$ cat src/rtl/bm_seq_mult_pkg.sv
// Shared encodings for the sequential multiply / logic benchmark unit.
package bm_seq_mult_pkg;

    localparam logic [1:0] MODE_MUL = 2'b00;
    localparam logic [1:0] MODE_AND = 2'b01;
    localparam logic [1:0] MODE_OR  = 2'b10;
    localparam logic [1:0] MODE_XOR = 2'b11;

    typedef enum logic [1:0] {
        IDLE = 2'd0,
        BUSY = 2'd1,
        DONE = 2'd2
    } state_t;

endpackage

$ cat src/rtl/bm_shift_add_core.sv
// Shift-add multiplier datapath: one multiplier bit per step, LSB first.
module bm_shift_add_core #(
    parameter int WIDTH = 8
) (
    input  logic               clock,
    input  logic               reset,
    input  logic               start,
    input  logic               step,
    input  logic [WIDTH-1:0]   a,
    input  logic [WIDTH-1:0]   b,
    output logic [2*WIDTH-1:0] acc_next,
    output logic               last_bit
);

    localparam int CNT_W = $clog2(WIDTH);

    logic [2*WIDTH-1:0] acc;
    logic [2*WIDTH-1:0] addend;
    logic [CNT_W-1:0]   cnt;

    // acc_next already includes the current bit so the final sum is
    // available on the same edge that retires the last bit.
    always_comb begin
        addend = '0;
        if (b[cnt]) begin
            addend = {{WIDTH{1'b0}}, a} << cnt;
        end
        acc_next = acc + addend;
        last_bit = (cnt == CNT_W'(WIDTH - 1));
    end

    always_ff @(posedge clock) begin
        if (reset || start) begin
            acc <= '0;
            cnt <= '0;
        end else if (step) begin
            acc <= acc_next;
            cnt <= cnt + CNT_W'(1);
        end
    end

endmodule

$ cat src/rtl/bm_seq_mult_logic.sv
// Multi-cycle multiply / single-cycle logic unit with valid/ready on
// both sides; DONE can accept the next transaction back-to-back.
module bm_seq_mult_logic
    import bm_seq_mult_pkg::*;
#(
    parameter int WIDTH = 8
) (
    input  logic               clock,
    input  logic               reset,
    input  logic               in_valid,
    output logic               in_ready,
    input  logic [1:0]         mode,
    input  logic [WIDTH-1:0]   a_in,
    input  logic [WIDTH-1:0]   b_in,
    output logic               out_valid,
    input  logic               out_ready,
    output logic [2*WIDTH-1:0] result,
    output logic               busy
);

    state_t             state;
    logic [WIDTH-1:0]   a_q;
    logic [WIDTH-1:0]   b_q;
    logic               accept;
    logic               start;
    logic               step;
    logic               last_bit;
    logic [2*WIDTH-1:0] acc_next;
    logic [2*WIDTH-1:0] logic_res;

    assign in_ready  = !reset &&
                       (state == IDLE || (state == DONE && out_ready));
    assign accept    = in_valid && in_ready;
    assign start     = accept && (mode == MODE_MUL);
    assign step      = (state == BUSY);
    assign out_valid = (state == DONE);
    assign busy      = (state == BUSY);

    always_comb begin
        logic_res = '0;
        unique case (mode)
            MODE_AND: logic_res = {{WIDTH{1'b0}}, a_in & b_in};
            MODE_OR:  logic_res = {{WIDTH{1'b0}}, a_in | b_in};
            MODE_XOR: logic_res = {{WIDTH{1'b0}}, a_in ^ b_in};
            default:  logic_res = '0;
        endcase
    end

    bm_shift_add_core #(
        .WIDTH (WIDTH)
    ) u_core (
        .clock    (clock),
        .reset    (reset),
        .start    (start),
        .step     (step),
        .a        (a_q),
        .b        (b_q),
        .acc_next (acc_next),
        .last_bit (last_bit)
    );

    always_ff @(posedge clock) begin
        if (reset) begin
            state  <= IDLE;
            result <= '0;
            a_q    <= '0;
            b_q    <= '0;
        end else if (accept) begin
            a_q <= a_in;
            b_q <= b_in;
            if (mode == MODE_MUL) begin
                state <= BUSY;
            end else begin
                result <= logic_res;
                state  <= DONE;
            end
        end else begin
            case (state)
                BUSY: begin
                    if (last_bit) begin
                        result <= acc_next;
                        state  <= DONE;
                    end
                end
                DONE: begin
                    if (out_ready) begin
                        state <= IDLE;
                    end
                end
                default: ;
            endcase
        end
    end

endmodule

$ cat config.mk
export PLATFORM = sky130hd
export DESIGN_NAME = bm_seq_mult_logic
export DESIGN_NICKNAME = d
export VERILOG_FILES = /design/src/rtl/bm_seq_mult_pkg.sv /design/src/rtl/bm_shift_add_core.sv /design/src/rtl/bm_seq_mult_logic.sv
export SDC_FILE = /design/constraint.sdc
export NUM_CORES = 1
export LEC_CHECK = 0
export ABC_AREA = 1
export BUFFER_PORTS_ARGS = -buffer_cell sky130_fd_sc_hd__buf_2
export CORE_UTILIZATION = 45
export CTS_BUF_LIST = sky130_fd_sc_hd__clkbuf_2
export CTS_CLUSTER_SIZE = 24
export DETAILED_ROUTE_END_ITERATION = 16
export GPL_TIMING_DRIVEN = 0
export HOLD_SLACK_MARGIN = 0.1
export PLACE_DENSITY = 0.66
export SKIP_CTS_REPAIR_TIMING = 1
export SLEW_MARGIN = 20
export SYNTH_ARGS = -nofsm -noshare
export SYNTH_HDL_FRONTEND = slang
export SYNTH_SLANG_ARGS = --single-unit
$ cat constraint.sdc
create_clock -name clock -period 2.5 [get_ports clock]
set_input_delay 0.375 -clock clock [delete_from_list [all_inputs] [get_ports clock]]
set_output_delay 0.375 -clock clock [all_outputs]
set_load 0.1 [all_outputs]
# After elaboration in Yosys (flattened, before gate mapping)
# Cells that the tools add are included.
# word_totals
word_cells,49
out_inout_bits,19
inputBits,22
ff_bits,53
# op_classes
n_bitwise,3
order_cmp,1
n_eq_ne,9
n_addsub,2
n_reduce_logical,14
n_shift,1
muxes,13
# op_table
operator,n
16-bit 2-to-1 mux,5
8-bit one-hot mux with 3 select lines,1
16-bit adder,1
8-bit by 3-bit left shift with 16-bit output,1
8-bit AND,1
2-bit 2-to-1 mux,4
8-bit OR,1
8-bit bitwise XOR,1
2-bit equality test (second input constant),3
3-bit by 1-bit != test with 1-bit output (second input constant),2
3-bit AND reduction,2
2-bit by 1-bit equality test with 1-bit output (second input constant),2
1-bit logical AND,4
2-bit logical NOT,2
3-bit by 4-bit < comparator with 1-bit output (second input constant),1
2-bit one-hot mux with 2 select lines,1
2-bit nonzero test,2
3-bit by 1-bit adder with 3-bit output (second input constant),1
1-bit binary-select mux with 3-bit select,1
3-bit equality test (second input constant),1
3-bit nonzero test,1
1-bit logical OR,2
2-bit != test (second input constant),1
1-bit logical NOT,1
1-bit 2-to-1 mux,1

# Depth between registers and ports, before layout
# depth
ltp_word,7
depth_mapped,23
depth_no_buf,21

# Hierarchy
# Synthesis repeated with hierarchy kept, for this count alone.
# unflattened
cells_unflattened,669
area_unflattened_um2,4129.0
# modules_own_cells
module,instances,cells_each,area_per_inst_um2
bm_shift_add_core,1,376,2187.1
bm_seq_mult_logic,1,293,1941.9

# Least setup slack after synthesis
# OpenSTA, ideal clock, no wires.
# synth_path
path_kind,register to register
startpoint,register u_core.cnt[0]
endpoint,register u_core.acc[8]
setup_time_ns,0.115
path_stages_with_launch,18
required_time_ns,2.385
period_less_slack_ns,2.451
setup_slack_ns,0.049
t_arrival_ns,2.335
cell_sequence,dfxtp_1 -> buf_2 -> inv_1 -> buf_6 -> o21ai_0 -> o22ai_1 -> nand2_1 -> nor3_1 -> ha_1 -> fa_1 -> nand2_1 -> nand2_1 -> and2_1 -> nand2_1 -> nand2_1 -> xor2_1 -> o21ai_0 -> inv_1
# synth_via
elab_chain_cells,4
# synth_rtl
item,line,rtl
start: declaration,bm_shift_add_core.sv:19,logic [CNT_W-1:0] cnt;
start signal: assignment,bm_shift_add_core.sv:38,cnt <= cnt + CNT_W'(1);
1-bit binary-select mux with 3-bit select,bm_shift_add_core.sv:25,if (b[cnt]) begin
1-bit 2-to-1 mux (implied by the code),bm_shift_add_core.sv:25,
16-bit 2-to-1 mux (*),bm_shift_add_core.sv:25,
16-bit adder (*),bm_shift_add_core.sv:28,acc_next = acc + addend;
end signal: assignment,bm_shift_add_core.sv:37,acc <= acc_next;
end: declaration,bm_shift_add_core.sv:17,logic [2*WIDTH-1:0] acc;
# Mark *: on every way between the ends. The rest lies on a longest branch, timed or not. The select of a mux whose other input is x is not followed.
# A chain may end at the register's enable or synchronous reset.

# Worst setup path after layout
# layout_path
startpoint,register u_core.cnt[1]
endpoint,register result[5]
# layout_via
elab_chain_cells,7
# layout_rtl
item,line,rtl
1-bit binary-select mux with 3-bit select,bm_shift_add_core.sv:25,
1-bit 2-to-1 mux (implied by the code),bm_shift_add_core.sv:25,
16-bit 2-to-1 mux,bm_shift_add_core.sv:25,
16-bit adder,bm_shift_add_core.sv:28,
16-bit 2-to-1 mux,bm_seq_mult_logic.sv:80,if (last_bit) begin
16-bit 2-to-1 mux,bm_seq_mult_logic.sv:78,case (state)
16-bit 2-to-1 mux,bm_seq_mult_logic.sv:68,end else if (accept) begin
end signal: assignment,bm_seq_mult_logic.sv:74,result <= logic_res;
end signal: assignment,bm_seq_mult_logic.sv:81,result <= acc_next;
end: declaration,bm_seq_mult_logic.sv:17,"output logic [2*WIDTH-1:0] result,"
# Parallel ways exist; a longest one is shown, timed or not. The select of a mux whose other input is x is not followed.

==> results.py <==
metrics = {
    "outcome": {
        "status": "finished, violations left",
        "violations": "setup timing",
    },
    "layout": {
        "areaGrowthSynthToFinish_pct": 30.1,
        "postLayoutCellArea_mm2": 0.00485,
        "final_core_util": 0.615,
        "final_layout_size_suffix_gt1_frac": 0.320,
        "layout_common_cells": "sky130_fd_sc_hd__nand2_1, sky130_fd_sc_hd__inv_1, sky130_fd_sc_hd__dfxtp_1",
        "layout_commonest_cell": "sky130_fd_sc_hd__nand2_1",
        "num-nets-final": 706,
        "fillerInstances": 693,
        "antenna_cells": 0,
    },
    "grt": {
        "grt_pass1_vias": 3404,
        "globalRouteOverflowTotal": 0,
        "grt_first_pass_wirelength_um": 16100,
        "antenna_found_initial": 0,
        "grt_max_degree": 16,
        "globalRouteTotalUtil": 0.236,
    },
    "clock_tree": {
        "insertion_delay_ns": 0.44,
        "cts_buffer_depth": 2,
        "ctsHtreeMaxLevel": 2,
        "numClockSinks": 53,
        "cts.root.buffer_cell": "sky130_fd_sc_hd__clkbuf_2",
        "clk_pin_slew_ns": 0.27,
        "tritoncts": "yes",
        "cts_inserted_buffers": 5,
    },
    "floorplanning": {
        "core-area_mm2": 0.00789,
        "die_width_um": 93.1,
        "die_y_um": 93.1,
        "placement_rows": 32,
        "io_count": 41,
        "die_area_mm2": 0.00866,
        "floorplan.initialDensity": 0.473,
    },
    "drt": {
        "drcViolationCount": 0,
        "vias": 3899,
        "drt_iter0_markers": 231,
        "totalWireLength_um": 10800,
        "drt.antenna.violating_nets": 0,
        "detail_route.wl_per_cell_um": 14.4,
        "drt-pass1-iter-count": 5,
        "detail_route.vias_per_cell": 5.18,
    },
    "sta": {
        "finalClockSkew_ns": 0.0164,
        "grt_setup_unrepaired": "yes",
        "timing.max_slew.rel_slack": 0.608,
        "timing_worst_slew_pin_value_ns": 0.585,
        "period_needed_ns": 2.57,
        "final_hold_viol_count": 0,
        "postLayoutSetupSlackWorst_ns": -0.0733,
        "report.final.slew_viol_count": 0,
        "period_share": 1.03,
        "achievable-frequency_ghz": 0.389,
        "setup_violations": 11,
    },
    "synth": {
        "synth_top_cells_by_area": "sky130_fd_sc_hd__dfxtp_1, sky130_fd_sc_hd__nand2_1, sky130_fd_sc_hd__ha_1, sky130_fd_sc_hd__inv_1, sky130_fd_sc_hd__o21ai_0",
        "synthesis.area_mm2": 0.00373,
        "average_cell_area_after_synthesis_um2": 6.33,
        "synth_warnings": 0,
        "synthArstFlopShare": 0,
        "synth-seq-cells": 53,
        "most_used_dff_post_synth": "sky130_fd_sc_hd__dfxtp_1",
        "yosys.cell_types.count": 35,
        "yosys.area.top_type": "sky130_fd_sc_hd__dfxtp_1",
        "synth_top_cell_area_share": 0.284,
        "synth_nets": 645,
        "yosysSeqAreaShare": 0.284,
        "synth_enable_flop_cells": 0,
        "syn_inst": 589,
    },
    "placement": {
        "gp_congestion": 0.861,
        "dp.final_hpwl_um": 7830,
        "dpl_cell_area_mm2": 0.00406,
        "dpl_worst_slack_ns": -0.379,
        "port_buffer_cells": 40,
    },
    "critical_path": {
        "critical_path.startpoint": "u_core.cnt[1]",
        "critical_path_endpoint_category": "flip-flop",
        "worst-path-max-fanout": 8,
        "worst_r2r_startpoint": "u_core.cnt[1]",
        "crit_type": "reg -> reg",
        "critPathLaunchType": "flip-flop",
        "cp.required_ns": 2.86,
        "rrSetupSlack_ns": -0.07,
        "worst_ep_arrival_time_ns": 2.94,
    },
    "pwr": {
        "power_frac_comb": 0.253,
        "clockPowerShare": 0.207,
        "intPower_mw": 1.10,
        "swShare": 0.350,
        "netSwitchingPower_mw": 0.592,
        "sequential_power_share": 0.540,
        "power.static_leakage_nw": 2.42,
        "power.ir.vdd_worst_uv": 396,
        "power.density_cell_area_mw_per_mm2": 349,
    },
    "min_path": {
        "min_path_type": "in -> reg",
        "worstHoldStart": "reset",
    },
    "run": {
        "cap_violations": 0,
    },
}
==> path summary, 6_finish.rpt <==
check,endpoint,cells past startpoint
worst max-delay path,result[5],16
worst max register to register,result[5],16
worst min-delay path,result[0],2
worst min register to register,result[15],2
==> layout make-up <==
type / count / area, um^2 / area share
multi-input combinational: 425 / 2810 / 0.578
inverter: 91 / 349 / 0.0719
buffer: 19 / 119 / 0.0245
tap: 102 / 128 / 0.0263
clock inverter: 1 / 7.51 / 0.00155
timing repair buffer: 55 / 339 / 0.0699
clock buffer: 7 / 35.0 / 0.00722
sequential: 53 / 1070 / 0.220
==> metrics by stage <==
| step | power (mW) | cells | hold WS (ns) | TNS (ns) |
|---|---|---|---|---|
| 2_1_floorplan | 1.18 | 589 | 0.443 | 0 |
| 3_3_place_gp | 1.27 | 731 | 0.451 | -5.70 |
| 3_5_place_dp | 1.28 | 731 | 0.458 | -6.68 |
| 4_1_cts | 1.62 | 739 | 0.165 | -7.90 |
| 5_1_grt | 1.76 | 753 | 0.177 | -3.38 |
| 6_report | 1.69 | 753 | 0.174 | -0.436 |
==> critical path, stage by stage, from the launching register on <==
cell,delay [ns]
sky130_fd_sc_hd__dfxtp_4,0.43
sky130_fd_sc_hd__inv_1,0.08
sky130_fd_sc_hd__buf_6,0.14
sky130_fd_sc_hd__o21ai_4,0.06
sky130_fd_sc_hd__o22ai_2,0.10
sky130_fd_sc_hd__nand2_2,0.15
sky130_fd_sc_hd__buf_6,0.16
sky130_fd_sc_hd__nor3_4,0.23
sky130_fd_sc_hd__ha_4,0.24
sky130_fd_sc_hd__nand2_1,0.07
sky130_fd_sc_hd__nor2_1,0.04
sky130_fd_sc_hd__nand2_1,0.10
sky130_fd_sc_hd__nand3_4,0.11
sky130_fd_sc_hd__buf_12,0.14
sky130_fd_sc_hd__xnor2_4,0.21
sky130_fd_sc_hd__nor2_2,0.06
sky130_fd_sc_hd__o21ba_1,0.17
==> registers in the layout, summed over array words and instances (netlist names) <==
| name | flops |
|---|---|
| u_core.cnt | 3 |
| a_q | 8 |
| state | 2 |
| result | 16 |
| u_core.acc | 16 |
| b_q | 8 |
==> cell usage after synthesis (2+ instances only) <==
library cell,n
sky130_fd_sc_hd__buf_6,2
sky130_fd_sc_hd__o211ai_1,8
sky130_fd_sc_hd__nand3_1,36
sky130_fd_sc_hd__nor3_1,8
sky130_fd_sc_hd__nor2_1,52
sky130_fd_sc_hd__buf_4,3
sky130_fd_sc_hd__o22ai_1,2
sky130_fd_sc_hd__a31oi_1,6
sky130_fd_sc_hd__o21ai_1,3
sky130_fd_sc_hd__xor2_1,5
sky130_fd_sc_hd__buf_2,6
sky130_fd_sc_hd__o21ai_2,2
sky130_fd_sc_hd__a21oi_1,31
sky130_fd_sc_hd__nand2_1,177
sky130_fd_sc_hd__ha_1,33
sky130_fd_sc_hd__inv_1,88
sky130_fd_sc_hd__or2_1,2
sky130_fd_sc_hd__dfxtp_1,53
sky130_fd_sc_hd__o21ai_0,48
sky130_fd_sc_hd__clkbuf_1,9
==> routing by layer <==
metal  GRT usage  up-vias  share of wire
met5           0        -              0
met4      0.0449        0          0.020
met3      0.0252       21          0.041
met2       0.386      121           0.45
met1       0.336     1761           0.49
li1            -     1996              -
==> cell families (layout without fill, tap and decap cells) <==
family                   after synthesis  after routing  share of synthesized area
AO/OA/AOI/OAI                        103            103                      0.155
XOR/XNOR                               6              6                     0.0141
adder cells (fa/ha/maj)               34             34                      0.116
buffers and inverters                111            173                      0.121
flip-flops                            53             53                      0.284
multiplexers                           1              1                    0.00268
AND/OR/NAND/NOR                      281            281                      0.307
==> power by group through the flow <==
stage               registers, mW  clock network [mW]  logic, mW
floorplan                   0.974                   0      0.203
global placement            0.924                   0      0.345
detailed placement          0.924                   0      0.351
CTS                         0.909               0.355      0.353
global route                0.917               0.380      0.465
finish                      0.913               0.351      0.428
(Power assumes the default switching activity.)
